`src/rtl/matrix_pkg.sv`:
```
// Shared definitions for the matrix line encoder: switch code values and FSM states.
package matrix_pkg;

    localparam int unsigned VEC_W  = 8;
    localparam int unsigned CODE_W = 3;

    localparam logic [CODE_W-1:0] CODE_L0      = 3'b110;
    localparam logic [CODE_W-1:0] CODE_L1      = 3'b100;
    localparam logic [CODE_W-1:0] CODE_L2      = 3'b101;
    localparam logic [CODE_W-1:0] CODE_L3      = 3'b010;
    localparam logic [CODE_W-1:0] CODE_L4      = 3'b011;
    localparam logic [CODE_W-1:0] CODE_L5      = 3'b001;
    localparam logic [CODE_W-1:0] CODE_L6      = 3'b000;
    localparam logic [CODE_W-1:0] CODE_DISPLAY = 3'b111;

    typedef enum logic {
        IDLE    = 1'b0,
        PUBLISH = 1'b1
    } enc_state_t;

endpackage

```
`src/rtl/line_debounce.sv`:
```
// Two-flop synchroniser plus hold-time debounce; pulses o_stable_c once per newly settled vector.
module line_debounce
    import matrix_pkg::*;
#(
    parameter int unsigned DEB_CYCLES = 16,
    parameter int unsigned CNT_W      = 16
) (
    input  logic             clk,
    input  logic             rst_n,
    input  logic [VEC_W-1:0] i_vec,
    output logic [VEC_W-1:0] o_vec,
    output logic             o_stable_c
);

    localparam logic [CNT_W-1:0] CNT_MAX = CNT_W'(DEB_CYCLES);
    localparam logic [CNT_W-1:0] CNT_PRE = CNT_W'(DEB_CYCLES - 1);

    logic [VEC_W-1:0] r_sync1;
    logic [VEC_W-1:0] r_sync2;
    logic [VEC_W-1:0] r_prev;
    logic [CNT_W-1:0] r_cnt;
    logic             w_same;

    assign w_same = (r_sync2 == r_prev);

    // Counter restarts on any change and saturates once the vector has settled.
    always_ff @(posedge clk or negedge rst_n) begin
        if (!rst_n) begin
            r_sync1 <= '0;
            r_sync2 <= '0;
            r_prev  <= '0;
            r_cnt   <= '0;
        end else begin
            r_sync1 <= i_vec;
            r_sync2 <= r_sync1;
            r_prev  <= r_sync2;
            if (!w_same) begin
                r_cnt <= '0;
            end else if (r_cnt != CNT_MAX) begin
                r_cnt <= r_cnt + CNT_W'(1);
            end
        end
    end

    assign o_stable_c = w_same && (r_cnt == CNT_PRE);
    assign o_vec      = r_prev;

endmodule

```
`src/rtl/line_encoder.sv`:
```
// Encodes debounced one-hot panel lines into a 3-bit switch code delivered over valid/ready.
module line_encoder
    import matrix_pkg::*;
#(
    parameter int unsigned DEB_CYCLES = 16,
    parameter int unsigned CNT_W      = 16
) (
    input  logic              clk,
    input  logic              rst_n,
    input  logic [6:0]        lines_in,
    input  logic              display_in,
    output logic [CODE_W-1:0] code_out,
    output logic              code_valid,
    input  logic              code_ready,
    output logic              err_multi,
    output logic              overrun,
    input  logic              err_clear
);

    logic [VEC_W-1:0]  w_vec;
    logic              w_stable;
    logic [CODE_W-1:0] w_code;
    logic              w_onehot;
    logic              w_zero;
    logic              w_multi;
    logic              w_hs;
    logic              w_new;

    enc_state_t        r_state;
    enc_state_t        w_state_nxt;
    logic [CODE_W-1:0] r_code;
    logic [CODE_W-1:0] w_code_nxt;
    logic              r_valid;
    logic              w_valid_nxt;
    logic              r_err;
    logic              w_err_nxt;
    logic              r_ovr;
    logic              w_ovr_nxt;
    logic              r_last_vld;
    logic              w_last_vld_nxt;
    logic [CODE_W-1:0] r_last_code;
    logic [CODE_W-1:0] w_last_code_nxt;

    line_debounce #(
        .DEB_CYCLES (DEB_CYCLES),
        .CNT_W      (CNT_W)
    ) u_debounce (
        .clk        (clk),
        .rst_n      (rst_n),
        .i_vec      ({display_in, lines_in}),
        .o_vec      (w_vec),
        .o_stable_c (w_stable)
    );

    // Line-to-code table; anything that is not exactly one bit is flagged non-one-hot.
    always_comb begin
        w_code   = CODE_L6;
        w_onehot = 1'b1;
        case (w_vec)
            8'h01:   w_code = CODE_L0;
            8'h02:   w_code = CODE_L1;
            8'h04:   w_code = CODE_L2;
            8'h08:   w_code = CODE_L3;
            8'h10:   w_code = CODE_L4;
            8'h20:   w_code = CODE_L5;
            8'h40:   w_code = CODE_L6;
            8'h80:   w_code = CODE_DISPLAY;
            default: w_onehot = 1'b0;
        endcase
    end

    assign w_zero  = (w_vec == '0);
    assign w_multi = !w_zero && !w_onehot;
    assign w_hs    = r_valid && code_ready;
    assign w_new   = w_stable && w_onehot && !(r_last_vld && (w_code == r_last_code));

    always_ff @(posedge clk or negedge rst_n) begin
        if (!rst_n) begin
            r_state     <= IDLE;
            r_code      <= '0;
            r_valid     <= 1'b0;
            r_err       <= 1'b0;
            r_ovr       <= 1'b0;
            r_last_vld  <= 1'b0;
            r_last_code <= '0;
        end else begin
            r_state     <= w_state_nxt;
            r_code      <= w_code_nxt;
            r_valid     <= w_valid_nxt;
            r_err       <= w_err_nxt;
            r_ovr       <= w_ovr_nxt;
            r_last_vld  <= w_last_vld_nxt;
            r_last_code <= w_last_code_nxt;
        end
    end

    // Next-state logic; a flag being set in the same cycle as err_clear stays set.
    always_comb begin
        w_state_nxt     = r_state;
        w_code_nxt      = r_code;
        w_err_nxt       = r_err & ~err_clear;
        w_ovr_nxt       = r_ovr & ~err_clear;
        w_last_vld_nxt  = r_last_vld;
        w_last_code_nxt = r_last_code;

        if (w_stable && w_zero) begin
            w_last_vld_nxt = 1'b0;
        end
        if (w_stable && w_multi) begin
            w_err_nxt = 1'b1;
        end

        case (r_state)
            IDLE: begin
                if (w_new) begin
                    w_code_nxt      = w_code;
                    w_last_vld_nxt  = 1'b1;
                    w_last_code_nxt = w_code;
                    w_state_nxt     = PUBLISH;
                end
            end
            PUBLISH: begin
                if (w_new) begin
                    w_code_nxt      = w_code;
                    w_last_vld_nxt  = 1'b1;
                    w_last_code_nxt = w_code;
                    if (!w_hs) begin
                        w_ovr_nxt = 1'b1;
                    end
                end else if (w_hs) begin
                    w_state_nxt = IDLE;
                end
            end
            default: w_state_nxt = IDLE;
        endcase

        w_valid_nxt = (w_state_nxt == PUBLISH);
    end

    assign code_out   = r_code;
    assign code_valid = r_valid;
    assign err_multi  = r_err;
    assign overrun    = r_ovr;

endmodule

```
`config.mk`:
```
export PLATFORM = sky130hd
export DESIGN_NAME = line_encoder
export DESIGN_NICKNAME = d
export VERILOG_FILES = /design/src/rtl/matrix_pkg.sv /design/src/rtl/line_debounce.sv /design/src/rtl/line_encoder.sv
export SDC_FILE = /design/constraint.sdc
export NUM_CORES = 1
export LEC_CHECK = 0
export BUFFER_PORTS_ARGS = -buffer_cell sky130_fd_sc_hd__buf_4
export CAP_MARGIN = 20
export CORE_MARGIN = 5
export CORE_UTILIZATION = 44
export DETAILED_ROUTE_END_ITERATION = 16
export PLACE_DENSITY = 0.7
export SYNTH_ARGS = -nofsm -noshare
export SYNTH_HDL_FRONTEND = slang
export SYNTH_SLANG_ARGS = --single-unit
export TNS_END_PERCENT = 20
```
`constraint.sdc`:
```
create_clock -name clk -period 6.25 [get_ports clk]
set_input_delay 0.3125 -clock clk [delete_from_list [all_inputs] [get_ports clk]]
set_output_delay 0.3125 -clock clk [all_outputs]
set_load 0.02 [all_outputs]
```
# Word level (Yosys, flattened, before mapping)
# Cells that the tools add are included.
# word_totals
reg_bits	47
inputBits	12
out_inout_bits	6
elab_cells	56
# op_classes
addsub	1
n_eq_ne	13
n_mux	15
n_bitwise	4
n_reduce_logical	14
# ops
cell	count
16-bit two-way mux	2
3-bit case mux with 7 select lines	1
16-bit by 1-bit adder with 16-bit output, second input constant	1
16-bit by 4-bit equality test with 1-bit output, second input constant	1
16-bit by 5-bit inequality test with 1-bit output, second input constant	1
1-bit two-way mux	10
8-bit by 1-bit equality test with 1-bit output, second input constant	1
8-bit by 2-bit equality test with 1-bit output, second input constant	1
8-bit by 3-bit equality test with 1-bit output, second input constant	1
8-bit by 4-bit equality test with 1-bit output, second input constant	1
8-bit by 5-bit equality test with 1-bit output, second input constant	1
8-bit by 6-bit equality test with 1-bit output, second input constant	1
8-bit by 7-bit equality test with 1-bit output, second input constant	1
8-bit equality test	1
8-bit equality test, second input constant	1
1-bit logical AND	8
8-bit logical NOT	1
8-bit OR reduction	1
3-bit equality test	1
1-bit logical NOT	3
3-bit two-way mux	1
1-bit AND	2
2-bit inequality test, second input constant	1
1-bit NOT	2
2 further kinds	2

# Logic depth before layout (Yosys ltp)
# logic_depth
ltp_word	8
depth_mapped	8
depth_no_buf	7

# Modules after synthesis
# Synthesis repeated with hierarchy kept, for this count alone.
# hier_totals
hier_cells	191
hier_area_um2	2205.9
# by_module_without_submodules
mod	instances	cells_per_inst	area_each_um2
line_debounce	1	121	1580.3
line_encoder	1	70	625.6

# Worst setup path before layout
# Ideal clock, no wire load.
# synth_timing
path_type	reg2reg
from	register u_debounce.r_prev[4], in the netlist u_debounce.o_vec[4]
to	register r_last_code[0]
setup_time_ns	0.125
arrival_time_ns	1.983
slack_ns	4.142
stages_incl_launch_ff	8
path_buffers	2
synth_period_minus_slack_ns	2.108
cell_sequence	dfrtp_1 > buf_6 > xor2_1 > nor4_2 > nand2_1 > or4_1 > buf_6 > mux2_4
# synth_between
elab_chain_cells	6
word_cells_on_any_way	19
classes_between	eq/ne: 10; mux: 3; reduce/logical: 6
# synth_rtl
element	line	rtl
start, declared	line_debounce.sv:20	logic [VEC_W-1:0] r_prev;
start signal, assigned	line_debounce.sv:36	r_prev <= r_sync2;
8-bit equality test (tied with other cells)	line_encoder.sv:59	case (w_vec)
3-bit case mux with 7 select lines	line_encoder.sv:59	
3-bit equality test	line_encoder.sv:75	assign w_new = w_stable && w_onehot && !(r_last_vld && (w_code == r_last_code));
1-bit logical AND	line_encoder.sv:75	
1-bit logical NOT	line_encoder.sv:75	
1-bit logical AND	line_encoder.sv:75	
end signal, assigned	line_encoder.sv:93	r_last_code <= w_last_code_nxt;
end, declared	line_encoder.sv:41	logic [CODE_W-1:0] r_last_code;
# Parallel ways exist; a longest one is shown, timed or not. The select of a mux whose other input is x is not followed.
# A chain may end at the register's enable or synchronous reset.

# Worst setup path after layout
# layout_timing
from	register u_debounce.r_prev[7], in the netlist u_debounce.o_vec[7]
to	register r_last_code[0]
# Same word-level chain as after synthesis.

==> impl_metrics.yaml <==
synth:
  avgSynthCellArea_um2: 11.8
  synth-main-ff-cell: "dfrtp_1"
  synth_nets: 193
  synthTopCellsByCount: "dfrtp_1, nor2_1, xor2_1"
  ys_async_sr_fraction_pct: 100
  synth.largest_area_cell: "dfrtp_1"
  synth.area.top_cells: "dfrtp_1, xor2_1, xnor2_1"
  yosysUniqueCellTypes: 37
  seq_area_frac_synth_pct: 55.6
  synth_area_mm2: 0.00212
  yosysMostFrequentCell: "dfrtp_1"
  synth_top_cell_area_share_pct: 55.6
  synth_edf_count: 0
  synthCells: 179
  yosysWarnings: 0
  ys_ff_latch: 47
cells_and_area:
  antenna_cells: 0
  final_nets: 208
  syn2layout_area_growth_pct: 11.3
  fin_util_pct: 50.2
  final_area_mm2: 0.00235
  drive_above_1_share_pct: 17.9
grt:
  grt_max_degree: 48
  grt_pass1_vias: 1246
  grtUsageMet3_pct: 3.51
  grt_use_met1_pct: 16.3
  grt_pass1_wl_mm: 6.02
  grt_util_met2_pct: 18.9
  antenna_found_initial: 0
  grt_busiest_layer: "met2"
  grt_overflow: 0
  grt.total_usage_pct: 12.4
cts:
  clock_latency_ns: 0.29
  post-cts-setup-buffers: 0
  cts_resized: 0
  cts_root_buffer: "clkbuf_8"
  clkSinkCount: 47
  cts-htree-levels: 2
  cts_buffers: 5
  clk_path_buf_depth: 2
  clk_pin_slew_worst_paths_ns: 0.09
  cts_tree: "built"
  cts-hold-fix-buffers: 0
timing:
  final.setup.tns_ns: 0
  worstMarginPinSlew_ns: 0.568
  slew_headroom_pct: 62.1
  setup_violations: 0
  min_period_over_period_pct: 43.2
  rsz0062_at_grt: "false"
  fmax_mhz: 370
  finalWorstSetupSlack_ns: 3.55
  maxSlewViolCount: 0
  clock_skew_ns: 0.00748
  finalCriticalPeriod_ns: 2.70
  timing.hold.ws_ns: 0.00277
  hold_violations: 0
detailed_routing:
  drtIter0Drc: 100
  num_vias: 1311
  wl_per_cell_um: 13.7
  drtAntennaViolNets: 0
  drc_errors: 0
  vias_per_cell: 5.27
  firstDrtPassIters: 4
  totalWireLength_mm: 3.42
floorplan:
  core_area_mm2: 0.00469
  die_w_um: 79.3
  die-area_mm2: 0.00630
  rows: 25
  io_pins: 18
  start_util_pct: 45.1
  chipHeight_um: 79.3
run_status:
  status: "finished clean"
place:
  place_ws_ns: 3.54
  post-dp-hpwl_mm: 2.39
  place_area_mm2: 0.00224
  portBuffers: 17
  gp_congestion: 0.758
critical_path:
  endpoint_kind: "register"
  worst-endpoint-arrival_ns: 2.89
  worstPathMaxFanout: 18
  criticalPathCategory: "register to register"
  cp-start-kind: "register"
  crit_required_ns: 6.44
worst_hold_path:
  min_path_type: "primary input to asynchronous set/reset pin"
flow_run:
  max_cap_violations: 0
pwr:
  ir_drop_v: 0.000153
  pwr_density_cell_mw_per_mm2: 244
  power_leakage_nw: 0.996
layout make-up:
cell class,count,area [µm²]
inverters,5,18.8
flip-flops and latches,47,1180
well taps,54,67.6
fillers,415,2340
multi-input cells,118,847
clock inverters,2,35.0
repair buffers,17,128
clock buffers,6,82.6
through the flow:
step                      power, mW  cells
after detailed placement      0.354    241
after global placement        0.353    241
after floorplan               0.342    179
after global routing          0.602    249
after CTS                     0.583    249
final                         0.575    249
sequential cells by signal (all words and copies together), names as in the netlist:
signal / count
u_debounce.o_vec: 8
code_valid: 1
r_last_vld: 1
u_debounce.r_sync2: 8
u_debounce.r_sync1: 8
err_multi: 1
r_last_code: 3
overrun: 1
u_debounce.r_cnt: 16
metal layers:
metal | share of wire [%] | vias to the layer above
met1 | 48 | 636
met3 | 3.2 | 5
li1 | - | 648
met5 | 0 | -
met4 | 1.7 | 0
met2 | 47 | 22
where the power goes:
| group | switching, mW | internal [mW] |
|---|---|---|
| sequential | 0.0109 | 0.312 |
| clock | 0.0983 | 0.129 |
| combinational | 0.0124 | 0.0120 |
critical path: stages, from the launching register on:
cell and delay, ns:
dfrtp_1 0.67, xor2_1 0.14, nor4_2 0.28, nand2_1 0.38, or4_1 0.76, mux2_4 0.35
kinds of logic after synthesis:
| family | Yosys count | synth area share (%) |
|---|---|---|
| simple gates | 68 | 18.3 |
| flops | 47 | 55.6 |
| xor+xnor | 29 | 12.0 |
| compound gates | 14 | 5.38 |
| buf+inv | 14 | 4.38 |
| mux | 5 | 3.13 |
| fa+ha+maj | 2 | 1.18 |
final timing paths:
kind                       cells past startpoint                         endpoint                       startpoint  slack, ns
setup reg to reg                               5       r_last_code[0]$_DFFE_PN0P_    u_debounce.o_vec[7]$_DFF_PN0_       3.55
hold reg to reg                                0  u_debounce.r_sync2[7]$_DFF_PN0_  u_debounce.r_sync1[7]$_DFF_PN0_       0.35
max in group asynchronous                      1  u_debounce.r_cnt[3]$_DFFE_PN0P_                            rst_n       5.85
min in group clk                               1  u_debounce.r_sync1[2]$_DFF_PN0_                      lines_in[2]       0.12
setup / recovery                               5       r_last_code[0]$_DFFE_PN0P_    u_debounce.o_vec[7]$_DFF_PN0_       3.55
hold / removal                                 1  u_debounce.r_sync1[4]$_DFF_PN0_                            rst_n      0.003
cells in the final DEF, fill, tap and decap left out, drive strengths merged, types with 2 or more instances in the layout:
cell | netlist | layout
nor2 | 21 | 21
mux2 | 4 | 4
clkbuf | 2 | 6
a21oi | 3 | 3
inv | 5 | 5
xor2 | 18 | 18
and3 | 4 | 4
dfrtp | 47 | 47
o21ai | 3 | 3
nand2b | 3 | 3
buf | 7 | 17
ha | 2 | 2
nand2 | 7 | 7
nand3 | 5 | 5
xnor2 | 11 | 11
or4 | 2 | 2
nand4 | 4 | 4
nor4b | 7 | 7
nor4 | 6 | 6
nor3 | 6 | 6
(Power assumes the default switching activity.)
